--- src/rtl/present80_pkg.sv ---
// PRESENT-80 shared definitions: widths, round count, FSM states,
// S-box table and the bit-permutation layer.
package present80_pkg;

  localparam int KEY_W      = 80;
  localparam int BLK_W      = 64;
  localparam int ROUNDS_DEF = 31;

  typedef enum logic [1:0] {
    IDLE  = 2'd0,
    ROUND = 2'd1,
    FINAL = 2'd2
  } state_e;

  localparam logic [3:0] SBOX [16] = '{
    4'hC, 4'h5, 4'h6, 4'hB, 4'h9, 4'h0, 4'hA, 4'hD,
    4'h3, 4'hE, 4'hF, 4'h8, 4'h4, 4'h7, 4'h1, 4'h2
  };

  // Bit i lands on (16*i) mod 63; bit 63 is fixed.
  function automatic logic [BLK_W-1:0] p_layer(
    input logic [BLK_W-1:0] d
  );
    logic [BLK_W-1:0] o;
    o = '0;
    for (int i = 0; i < 63; i++) begin
      o[(16 * i) % 63] = d[i];
    end
    o[63] = d[63];
    return o;
  endfunction

endpackage

--- src/rtl/present80_sbox.sv ---
// PRESENT 4-bit S-box, purely combinational.
// Ports: x_i 4-bit input nibble, y_o 4-bit substituted nibble.
module present80_sbox
  import present80_pkg::*;
(
  input  logic [3:0] x_i,
  output logic [3:0] y_o
);

  assign y_o = SBOX[x_i];

endmodule

--- src/rtl/present80_round_ctrl.sv ---
// Round-iterative PRESENT-80 encryptor: one round per clock, then
// key whitening. Ports: wb_clk_i, wb_rst_i (async, active-high),
// start, key_i[79:0], plain_i[63:0], abort_i (only with
// PRESENT80_ABORT_EN), cipher_o[63:0], busy_o, done_o.
module present80_round_ctrl
  import present80_pkg::*;
#(
  parameter int ROUNDS = ROUNDS_DEF
) (
  input  logic             wb_clk_i,
  input  logic             wb_rst_i,
  input  logic             start,
`ifdef PRESENT80_ABORT_EN
  input  logic             abort_i,
`endif
  input  logic [KEY_W-1:0] key_i,
  input  logic [BLK_W-1:0] plain_i,
  output logic [BLK_W-1:0] cipher_o,
  output logic             busy_o,
  output logic             done_o
);

  localparam logic [4:0] LAST = 5'(ROUNDS);

  state_e           fsm_q, fsm_d;
  logic [BLK_W-1:0] state_q, state_d;
  logic [KEY_W-1:0] key_q, key_d;
  logic [4:0]       rnd_q, rnd_d;
  logic [BLK_W-1:0] cipher_q, cipher_d;
  logic             busy_q, busy_d;
  logic             done_q, done_d;

  logic [BLK_W-1:0] mix;
  logic [BLK_W-1:0] sub;
  logic [KEY_W-1:0] key_rot;
  logic [3:0]       key_sb;
  logic [KEY_W-1:0] key_nxt;

  // Round-key addition; also the final whitening value.
  assign mix = state_q ^ key_q[79:16];

  for (genvar g = 0; g < 16; g++) begin : g_sbox
    present80_sbox u_sb (
      .x_i (mix[4*g +: 4]),
      .y_o (sub[4*g +: 4])
    );
  end

  // Rotate left by 61 == rotate right by 19.
  assign key_rot = {key_q[18:0], key_q[79:19]};

  present80_sbox u_ks (
    .x_i (key_rot[79:76]),
    .y_o (key_sb)
  );

  assign key_nxt = {key_sb,
                    key_rot[75:20],
                    key_rot[19:15] ^ rnd_q,
                    key_rot[14:0]};

  always_comb begin
    fsm_d    = fsm_q;
    state_d  = state_q;
    key_d    = key_q;
    rnd_d    = rnd_q;
    cipher_d = cipher_q;
    busy_d   = busy_q;
    done_d   = 1'b0;
    unique case (fsm_q)
      IDLE: begin
        if (start) begin
          fsm_d   = ROUND;
          state_d = plain_i;
          key_d   = key_i;
          rnd_d   = 5'd1;
          busy_d  = 1'b1;
        end
      end
      ROUND: begin
        state_d = p_layer(sub);
        key_d   = key_nxt;
        // Counter holds at the last round rather than wrapping.
        if (rnd_q == LAST) begin
          fsm_d = FINAL;
        end else begin
          rnd_d = rnd_q + 5'd1;
        end
      end
      FINAL: begin
        cipher_d = mix;
        done_d   = 1'b1;
        busy_d   = 1'b0;
        fsm_d    = IDLE;
      end
      default: begin
        fsm_d  = IDLE;
        busy_d = 1'b0;
      end
    endcase
`ifdef PRESENT80_ABORT_EN
    // Abort beats completion, even in the FINAL cycle.
    if (abort_i && (fsm_q != IDLE)) begin
      fsm_d    = IDLE;
      busy_d   = 1'b0;
      done_d   = 1'b0;
      cipher_d = cipher_q;
    end
`endif
  end

  always_ff @(posedge wb_clk_i or posedge wb_rst_i) begin
    if (wb_rst_i) begin
      fsm_q    <= IDLE;
      state_q  <= '0;
      key_q    <= '0;
      rnd_q    <= '0;
      cipher_q <= '0;
      busy_q   <= 1'b0;
      done_q   <= 1'b0;
    end else begin
      fsm_q    <= fsm_d;
      state_q  <= state_d;
      key_q    <= key_d;
      rnd_q    <= rnd_d;
      cipher_q <= cipher_d;
      busy_q   <= busy_d;
      done_q   <= done_d;
    end
  end

  assign cipher_o = cipher_q;
  assign busy_o   = busy_q;
  assign done_o   = done_q;

endmodule

--- config.mk ---
export PLATFORM = sky130hd
export DESIGN_NAME = present80_round_ctrl
export DESIGN_NICKNAME = d
export VERILOG_FILES = /design/src/rtl/present80_pkg.sv /design/src/rtl/present80_sbox.sv /design/src/rtl/present80_round_ctrl.sv
export SDC_FILE = /design/constraint.sdc
export NUM_CORES = 1
export LEC_CHECK = 0
export ABC_AREA = 1
export CAP_MARGIN = 40
export CORE_MARGIN = 2
export CORE_UTILIZATION = 38
export DETAILED_ROUTE_END_ITERATION = 8
export PLACE_DENSITY = 0.62
export RECOVER_POWER = 100
export SLEW_MARGIN = 25
export SYNTH_ARGS = -nofsm -noshare
export SYNTH_HDL_FRONTEND = slang
export SYNTH_SLANG_ARGS = --single-unit
--- constraint.sdc ---
create_clock -name wb_clk_i -period 7.5 [get_ports wb_clk_i]
set_input_delay 1.875 -clock wb_clk_i [delete_from_list [all_inputs] [get_ports wb_clk_i]]
set_output_delay 1.875 -clock wb_clk_i [all_outputs]
set_load 0.1 [all_outputs]
* Word-level counts from Yosys, hierarchy flattened *
Memories as Yosys holds them, arrays and structs flattened.
Cells that the tools add are included.
Widths: inputs -> output; s select.

cells by class
  add/sub/neg operators = 1
  $mul = 0
  divide/modulo/power cells = 0
  order comparisons = 17
  eq/ne operators = 6
  shifts and indexed selects = 0
  muxes and demuxes = 47
  bitwise operators = 20
  reductions and logical operators = 6

operators with widths
  cell                 number
  $pmux 80 s2          1
  $mux 4               34
  $pmux 64 s2          1
  $ge 5x5->1 const B   17
  $not 4->5            17
  $mux 80              1
  $mux 64              1
  $xor 64x64->64       1
  $mux 5               2
  $pmux 5 s2           1
  $ne 2x2->1 const B   3
  $reduce_and 2->1     3
  $add 5x1->5 const B  1
  $eq 5x5->1 const B   1
  $xor 5x5->5          1
  $mux 2               2
  $pmux 2 s2           1
  $reduce_and 3->1     1
  $eq 2x1->1 const B   1
  $eq 2x2->1 const B   1
  $logic_not 2->1      1
  $mux 1               2
  $pmux 1 s2           1
  $reduce_bool 2->1    1
  $not 1->1            1

word-level totals
  bits in registers = 217
  latch bits = 0
  bits in writable memories = 0
  memory bits (read-only) = 1088
  bits of input ports = 147
  output and inout port bits = 66
  word-level logic and storage cells = 121
  memories = 17

memories
  name             words  bits a word  read ports  clocked after memory_dff  wr ports  RTL line              text
  (no name shown)  16     4            1           0                         0         present80_sbox.sv:10  assign y_o = SBOX[x_i];
  (no name shown)  16     4            1           0                         0         present80_sbox.sv:10
  (no name shown)  16     4            1           0                         0         present80_sbox.sv:10
  (no name shown)  16     4            1           0                         0         present80_sbox.sv:10
  (no name shown)  16     4            1           0                         0         present80_sbox.sv:10
  (no name shown)  16     4            1           0                         0         present80_sbox.sv:10
  +11 memories     --     --           --          --                        --        --

* Longest topological paths before layout *
  depth after elaboration = 6
  gate-level depth with buffers = 12
  depth with buffers taken out = 12

* Modules after synthesis *
Synthesis repeated with hierarchy kept, for this count alone.

second synthesis, totals
  cell total of the unflattened synthesis = 1876
  area total of the unflattened synthesis = 13649.3 um2

by module, submodules not included
  module                                 times used  cells an instance  area each (um2)  sequential area each (um2)
  present80_round_ctrl                   1           1180               9969.6           5430.2
  present80_sbox at g_sbox[10].u_sb ...  16          41                 216.5            0.0
  present80_sbox at g_sbox[0].u_sb       1           40                 216.5            0.0

* Worst setup path after synthesis *
Ideal clock, no wire load.

  kind = register -> output
  from = reg cipher_q[32] (netlist: cipher_o[32])
  to = out cipher_o[32]
  arrival = 0.898 ns
  data required time = 5.625 ns
  slack = 4.727 ns
  stages on the path, launching flop included = 1
  buffers on the path = 0
  path through = dfrtp_1

RTL lines
  what                    RTL line                     text
  start, declared         present80_round_ctrl.sv:29   logic [BLK_W-1:0] cipher_q, cipher_d;
  start signal, assigned  present80_round_ctrl.sv:126  cipher_q <= cipher_d;
  end, declared           present80_round_ctrl.sv:18   output logic [BLK_W-1:0] cipher_o,

No word-level cell between the ends.

* Worst setup path after layout *
  from = in start
  to = reg key_q[71]

between the ends
  longest elaborated chain between the ends = 2

ends and longest elaborated chain
  what                        RTL line                     text
  start, declared             present80_round_ctrl.sv:12   input logic start,
  $ne 2x2->1 (no line)        --
  $reduce_and 2->1 (no line)  --
  end signal, assigned        present80_round_ctrl.sv:124  key_q <= key_d;
  end, declared               present80_round_ctrl.sv:27   logic [KEY_W-1:0] key_q, key_d;

No other way between the ends.
A chain may end at the register's enable or synchronous reset.

==> flow_summary.json <==
{
  "status": "finished, violations left",
  "violations": "capacitance limit, slew limit",
  "cp.required_ps": 7930,
  "clock_tree.root_cell": "clkbuf_16",
  "rr_worst_depth": 10,
  "numCtsBuffers": 27,
  "r2r-start": "fsm_q[0]",
  "grt_antenna_before_repair": 0,
  "syn_inst": 1813,
  "hold_depth": 2,
  "worstSkewPairLatency_ps": 540,
  "endpoint_kind": "flip-flop",
  "drive_gt1_share_pct": 3.18,
  "routed-wl-met2_um": 21400,
  "grt_setup_unrepaired": "false",
  "dp_hpwl_um": 33500,
  "via_per_inst": 5.14,
  "cts_tree": "done",
  "seq_area_frac_synth_pct": 41.2,
  "ys.flop_type": "dfrtp_1",
  "power_density_mw_per_mm2": 499,
  "die_area_sq_mm": 0.0362,
  "synth-compound-area-share_pct": 9.57,
  "timing.rr.end": "state_q[31]",
  "cts_hold_buf": 0,
  "muxShareOfSynthArea_pct": 0,
  "r2r_slack_ps": 2540,
  "grt-ovfl-total": 0,
  "met1_length_um": 19600,
  "vias": 13000,
  "cts_sinks": 217,
  "finalCritPeriodShare_pct": 72.0,
  "start_kind": "primary input",
  "hold_viol": 0,
  "grt_pass1_vias": 12400,
  "first_pass_iters": 5,
  "arrival_ps": 5840,
  "num_antenna_cells": 0,
  "synth_top_family_by_area": "simple AND/OR/NAND/NOR gates",
  "drcViolationCount": 0,
  "post-route-min-period_ps": 5400,
  "synth_adder_area_share_pct": 5.23,
  "leakage_nw": 8.25,
  "hold_start": "cipher_o[13]",
  "syn_area_sq_mm": 0.0132,
  "path_clk_slew_ps": 60,
  "setup_viol": 0,
  "port_buffers": 212,
  "syn_nets": 2015,
  "clock-skew-final_ps": 18.7,
  "gp_congestion": 0.872,
  "cts_resized": 0,
  "finalWirelength_um": 45600,
  "synth_xor_area_share_pct": 4.12,
  "relSlewSlack_pct": -67.9,
  "setup_tns_ps": 0,
  "synth-simple-area-share_pct": 30.9,
  "cts.path.max_buffers": 3,
  "peakVddDrop_mv": 0.227,
  "grt_pass1_wl_um": 70400,
  "die_w_um": 190,
  "hold_class": "flip-flop to flip-flop",
  "top_layer": "met4",
  "ys_seq_elements": 217,
  "syn_avg_cell_area_sq_um": 7.26,
  "postCtsSetupBuffers": 0,
  "drt_iter0_markers": 1200,
  "maxSlewViolCount": 284,
  "grt_usage_pct": 25.2,
  "whs_ps": 480,
  "synth-edff-count": 0,
  "crit_type": "primary input to flip-flop",
  "tightest_slew_ps": 2520,
  "ys.warnings.count": 0,
  "async_flop_share_pct": 100,
  "ios": 213,
  "holdPathEnd": "cipher_o[13]",
  "core_area_sq_mm": 0.0344,
  "final_antenna_net_count": 0,
  "cap_viol_max_count": 7,
  "h-tree-depth": 1,
  "grt_max_degree": 137,
  "nets": 2259,
  "dp_cells": 2481,
  "wl_per_cell_um": 18.0,
  "fillCellCount": 3442,
  "final_cells": 2529,
  "wl_met3_um": 3160,
  "syn_to_final_growth_pct": 27.8,
  "start_util_pct": 38.3,
  "path_max_fanout": 46,
  "rows": 68,
  "die_h_um": 190,
  "ys_types": 31,
  "fmax_mhz": 185
}
==> logic make-up (layout without fill, tap and decap cells) <==
| family | count (synthesis) | after routing |
|---|---|---|
| flops | 217 | 217 |
| simple gates | 985 | 985 |
| compound gates | 213 | 213 |
| buf+inv | 281 | 542 |
| xor+xnor | 62 | 62 |
| fa+ha+maj | 55 | 55 |
==> critical path, stage by stage <==
cell and delay, ps:
dlygate4sd3_1 590, nand2_4 80, inv_1 370, clkbuf_1 1710
nor2_4 430, buf_4 420, a221oi_1 270
==> report_power, final <==
group | leakage, nW | switching [mW] | internal (mW)
Sequential | 2.49 | 0.528 | 1.63
Clock | 0.426 | 0.521 | 0.783
Combinational | 5.33 | 3.27 | 1.68
Total | 8.25 | 4.32 | 4.09
==> synth_stat cells, drive strengths merged (2+ instances only) <==
cell type  count  area share, %
nor3          72            2.7
a21oi         24           0.91
o21ai         93            3.5
xor2          35            2.3
o22ai         79            3.8
nand3        193            7.3
xnor2         27            1.8
inv          203            5.8
a221oi        11            1.0
nor2          86            2.7
nand2        630             18
ha            55            5.2
or2            3           0.14
buf           45            2.1
dfrtp        217             41
o221ai         3           0.20
clkbuf        33           0.97
a31oi          2          0.095
==> worst max-delay path by stage <==
stage,slack [ps],endpoint,from
floorplan,2800,busy_o,wb_rst_i
global placement,3310,key_q[75],start
detailed placement,3270,key_q[68],start
CTS,3830,key_q[71],start
global route,1850,key_q[68],start
finish,2100,key_q[71],start
==> per-layer routing <==
layer	GRT usage, %	vias up
met5	0	-
met4	8.17	0
met3	4.13	76
met2	41.3	442
met1	34.0	6129
li1	-	6343
==> area by class of cell <==
type	count	area, sq um	area share (%)
multi-input cells	1315	6540	38.8
flip-flops and latches	217	5430	32.3
repair buffers	293	2660	15.8
clock buffers	38	777	4.62
inverters	203	764	4.54
well taps	455	569	3.38
clock inverters	8	95.1	0.565
==> per-stage QoR <==
step / worst slack [ps] / utilization [%] / instance area, sq um / power (mW)
after global routing: 1850 / 49.0 / 16800 / 9.23
final: 2100 / 49.0 / 16800 / 8.40
after detailed placement: 3270 / 48.6 / 16700 / 7.11
after floorplan: 2800 / - / 13200 / 5.55
after global placement: 3310 / 45.3 / 15600 / 6.92
after CTS: 3830 / 51.1 / 17600 / 8.46
==> cell usage in the layout (no fill, tap or decap), types with 3 or more instances in the layout <==
cell	Yosys	routed
nand2_1	629	628
inv_1	199	201
clkdlybuf4s50_1	0	204
dlygate4sd3_1	0	8
nor2_1	82	84
clkbuf_8	0	6
xor2_1	35	35
dfrtp_1	217	217
o221ai_1	3	3
buf_16	0	7
o22ai_1	79	79
a21oi_1	24	24
xnor2_1	27	27
ha_1	55	55
o21ai_0	76	91
nor3_1	72	72
clkbuf_1	30	71
clkbuf_16	0	27
buf_4	8	5
clkinv_2	0	4
nand3_1	193	193
a221oi_1	5	10
or2_2	3	3
==> sequential cells by signal (all words and copies together) (netlist names) <==
register,cells
key_q,80
busy_o,1
state_q,64
rnd_q,5
fsm_q,2
done_o,1
cipher_o,64
Note: power is estimated with default switching activity, not from simulation.
==> RTL edit (config.mk and constraints unchanged) <==
Make the reset (`wb_rst_i`) synchronous in one clocked block. Comments in the files are not updated.
--- a/src/rtl/present80_round_ctrl.sv
+++ b/src/rtl/present80_round_ctrl.sv
@@ -111,3 +111,3 @@
 
-  always_ff @(posedge wb_clk_i or posedge wb_rst_i) begin
+  always_ff @(posedge wb_clk_i) begin
     if (wb_rst_i) begin
Check against the original RTL: differs if wb_rst_i is asserted again (counterexample within 4 cycles, from zero or initial values and one cycle with wb_rst_i high); with wb_rst_i held inactive, the same outputs for 10 cycles.
==> RTL edit against the original RTL <==
The flow still finishes with violations (max-capacitance violations, max-slew violations); critical path depth is 1 higher; routed wire length is 1.1% lower; non-clock buffer count down 2; final area decreased by 4.6%; worst setup slack improved by 81 ps; area after synthesis fell by 4.2%; sequential cell count did not move; largest cell class unchanged; highest routed layer unchanged.
Power is not compared: it rests on default switching activity, and its combinational part moved more than twofold at a synthesized area within 25%.
==> RTL edit: results (changes against the original RTL) <==
synth.distinct_cells: 30  # -3.2%
synthArstFlopShare_pct: 0  # -100 points
dr.first_iter.drc_count: 1201  # +0.083%
clkLatencyLatePin_ps: 540  # about the same
yosys-top-cells-area: "dfxtp_1 (34%), nand2_1 (20%), o21ai_0 (8.6%), a21oi_1 (6.0%), nand3_1 (5.9%)"
htreeDepth: 1  # unchanged
ir_worst_vdd_mv: 0.1878
grt_max_degree: 99  # -28%
violations: "max-capacitance violations, max-slew violations"
syn_inst: 1970  # +8.7%
status: "finished with violations"
grt_pass1_wl_um: 68080  # -3.3%
largest_reg_flops: 80  # unchanged
clockBufferDepth: 3  # unchanged
drt-pass1-iter-count: 5  # unchanged
reg2reg_slack_ps: 3390  # +850 ps
grt_pass1_vias: 12030  # -3.2%
vias_per_cell: 5.156  # +0.39%
p_leak_uw: 0.007079
io_buffer_count: 212  # unchanged
clkTransAtPathRegs_ps: 60  # about the same
finalMaxSlewViolations: 102  # -64%
finalNetCount: 2391  # +5.8%
grt_antenna_before_repair: 0  # unchanged
cts_setup_buffers: 0  # unchanged
dp_hpwl_um: 33260  # -0.78%
synth_flop_cell: "dfxtp_1"
whs_ps: 480.8  # +1.125 ps
tightest_slew_ps: 2179  # -339.9 ps
maxCapViolCount: 2  # -5
numCtsBuffers: 26  # -3.7%
cts.repair.resized: 0  # unchanged
grt.total_usage_pct: 25.29  # +0.078 points
fillers: 3304  # -4.0%
clock_skew_ps: 9.684  # -8.993 ps
synth_compound_area_share_pct: 19.83  # +10 points
antenna_cells: 0  # unchanged
ys_warn_count: 0  # unchanged
synthAdderAreaFrac_pct: 5.456  # +0.23 points
hold_viol_final: 0  # unchanged
gp_congestion: 0.9408  # +7.9%
drt_wl_total_um: 45150  # -1.1%
fin_cells: 2647  # +4.7%
critPathMaxFanout: 62  # +35%
synth-seq-area-share_pct: 34.44  # -6.8 points
top_register: "key_q"
min_path_type: "register to register"
switching_share_pct: 35.18
synth_xor_area_share_pct: 1.458  # -2.7 points
clock-root-buffer: "clkbuf_16"
drive_gt1_share_pct: 3.356  # +0.17 points
synth_nets: 2172  # +7.8%
synthMuxAreaShare_pct: 0  # unchanged
synth_common_cells: "nand2_1 (684), dfxtp_1 (217), o21ai_0 (217)"
==> RTL edit: power by group through the flow <==
stage                     Combinational [uW]  Clock [uW]  Sequential (uW)
after floorplan                          675           0             1320
after global placement                   939           0             1360
after detailed placement                 959           0             1360
after CTS                                963        1230             1340
after global routing                    1100        1280             1350
final                                    975        1210             1340
==> RTL edit: final timing paths <==
path	from	to	depth (start not counted)
setup reg to reg	fsm_q[0]	key_q[79]	8
hold / removal	state_q[3]	state_q[3]	2
hold reg to reg	state_q[3]	state_q[3]	2
setup / recovery	start	state_q[10]	8
==> RTL edit: worst max-delay path: stages <==
cell           delay [ps]
dlygate4sd3_1         570
nand2_4               340
nand2_1              1120
inv_1                 860
buf_4                 540
nor2_1                120
nand2_1                90
a21oi_1                60
==> RTL edit: final cells by class <==
type | count | share of cell area, %
Clock buffer | 35 | 4.709
Timing Repair Buffer | 291 | 15.83
Multi-Input combinational cell | 1463 | 44.14
Tap cell | 442 | 3.446
Sequential cell | 217 | 27.07
Inverter | 190 | 4.491
Clock inverter | 9 | 0.3197
==> RTL edit: layer usage <==
layer | global-route usage (%) | wire (um) | share of wire [%]
met5 | 0 | 0 | 0
met4 | 6.961 | 1275 | 2.8
met3 | 2.220 | 2247 | 5.0
met2 | 41.93 | 20610 | 46
met1 | 35.23 | 21020 | 47
==> RTL edit: per-stage QoR <==
stage	setup slack [ps]	instance area [um^2]
after global placement	2963	14900
after CTS	3505	16740
after global routing	1891	16050
after detailed placement	2940	15930
final	2179	16050
after floorplan	4700	12610
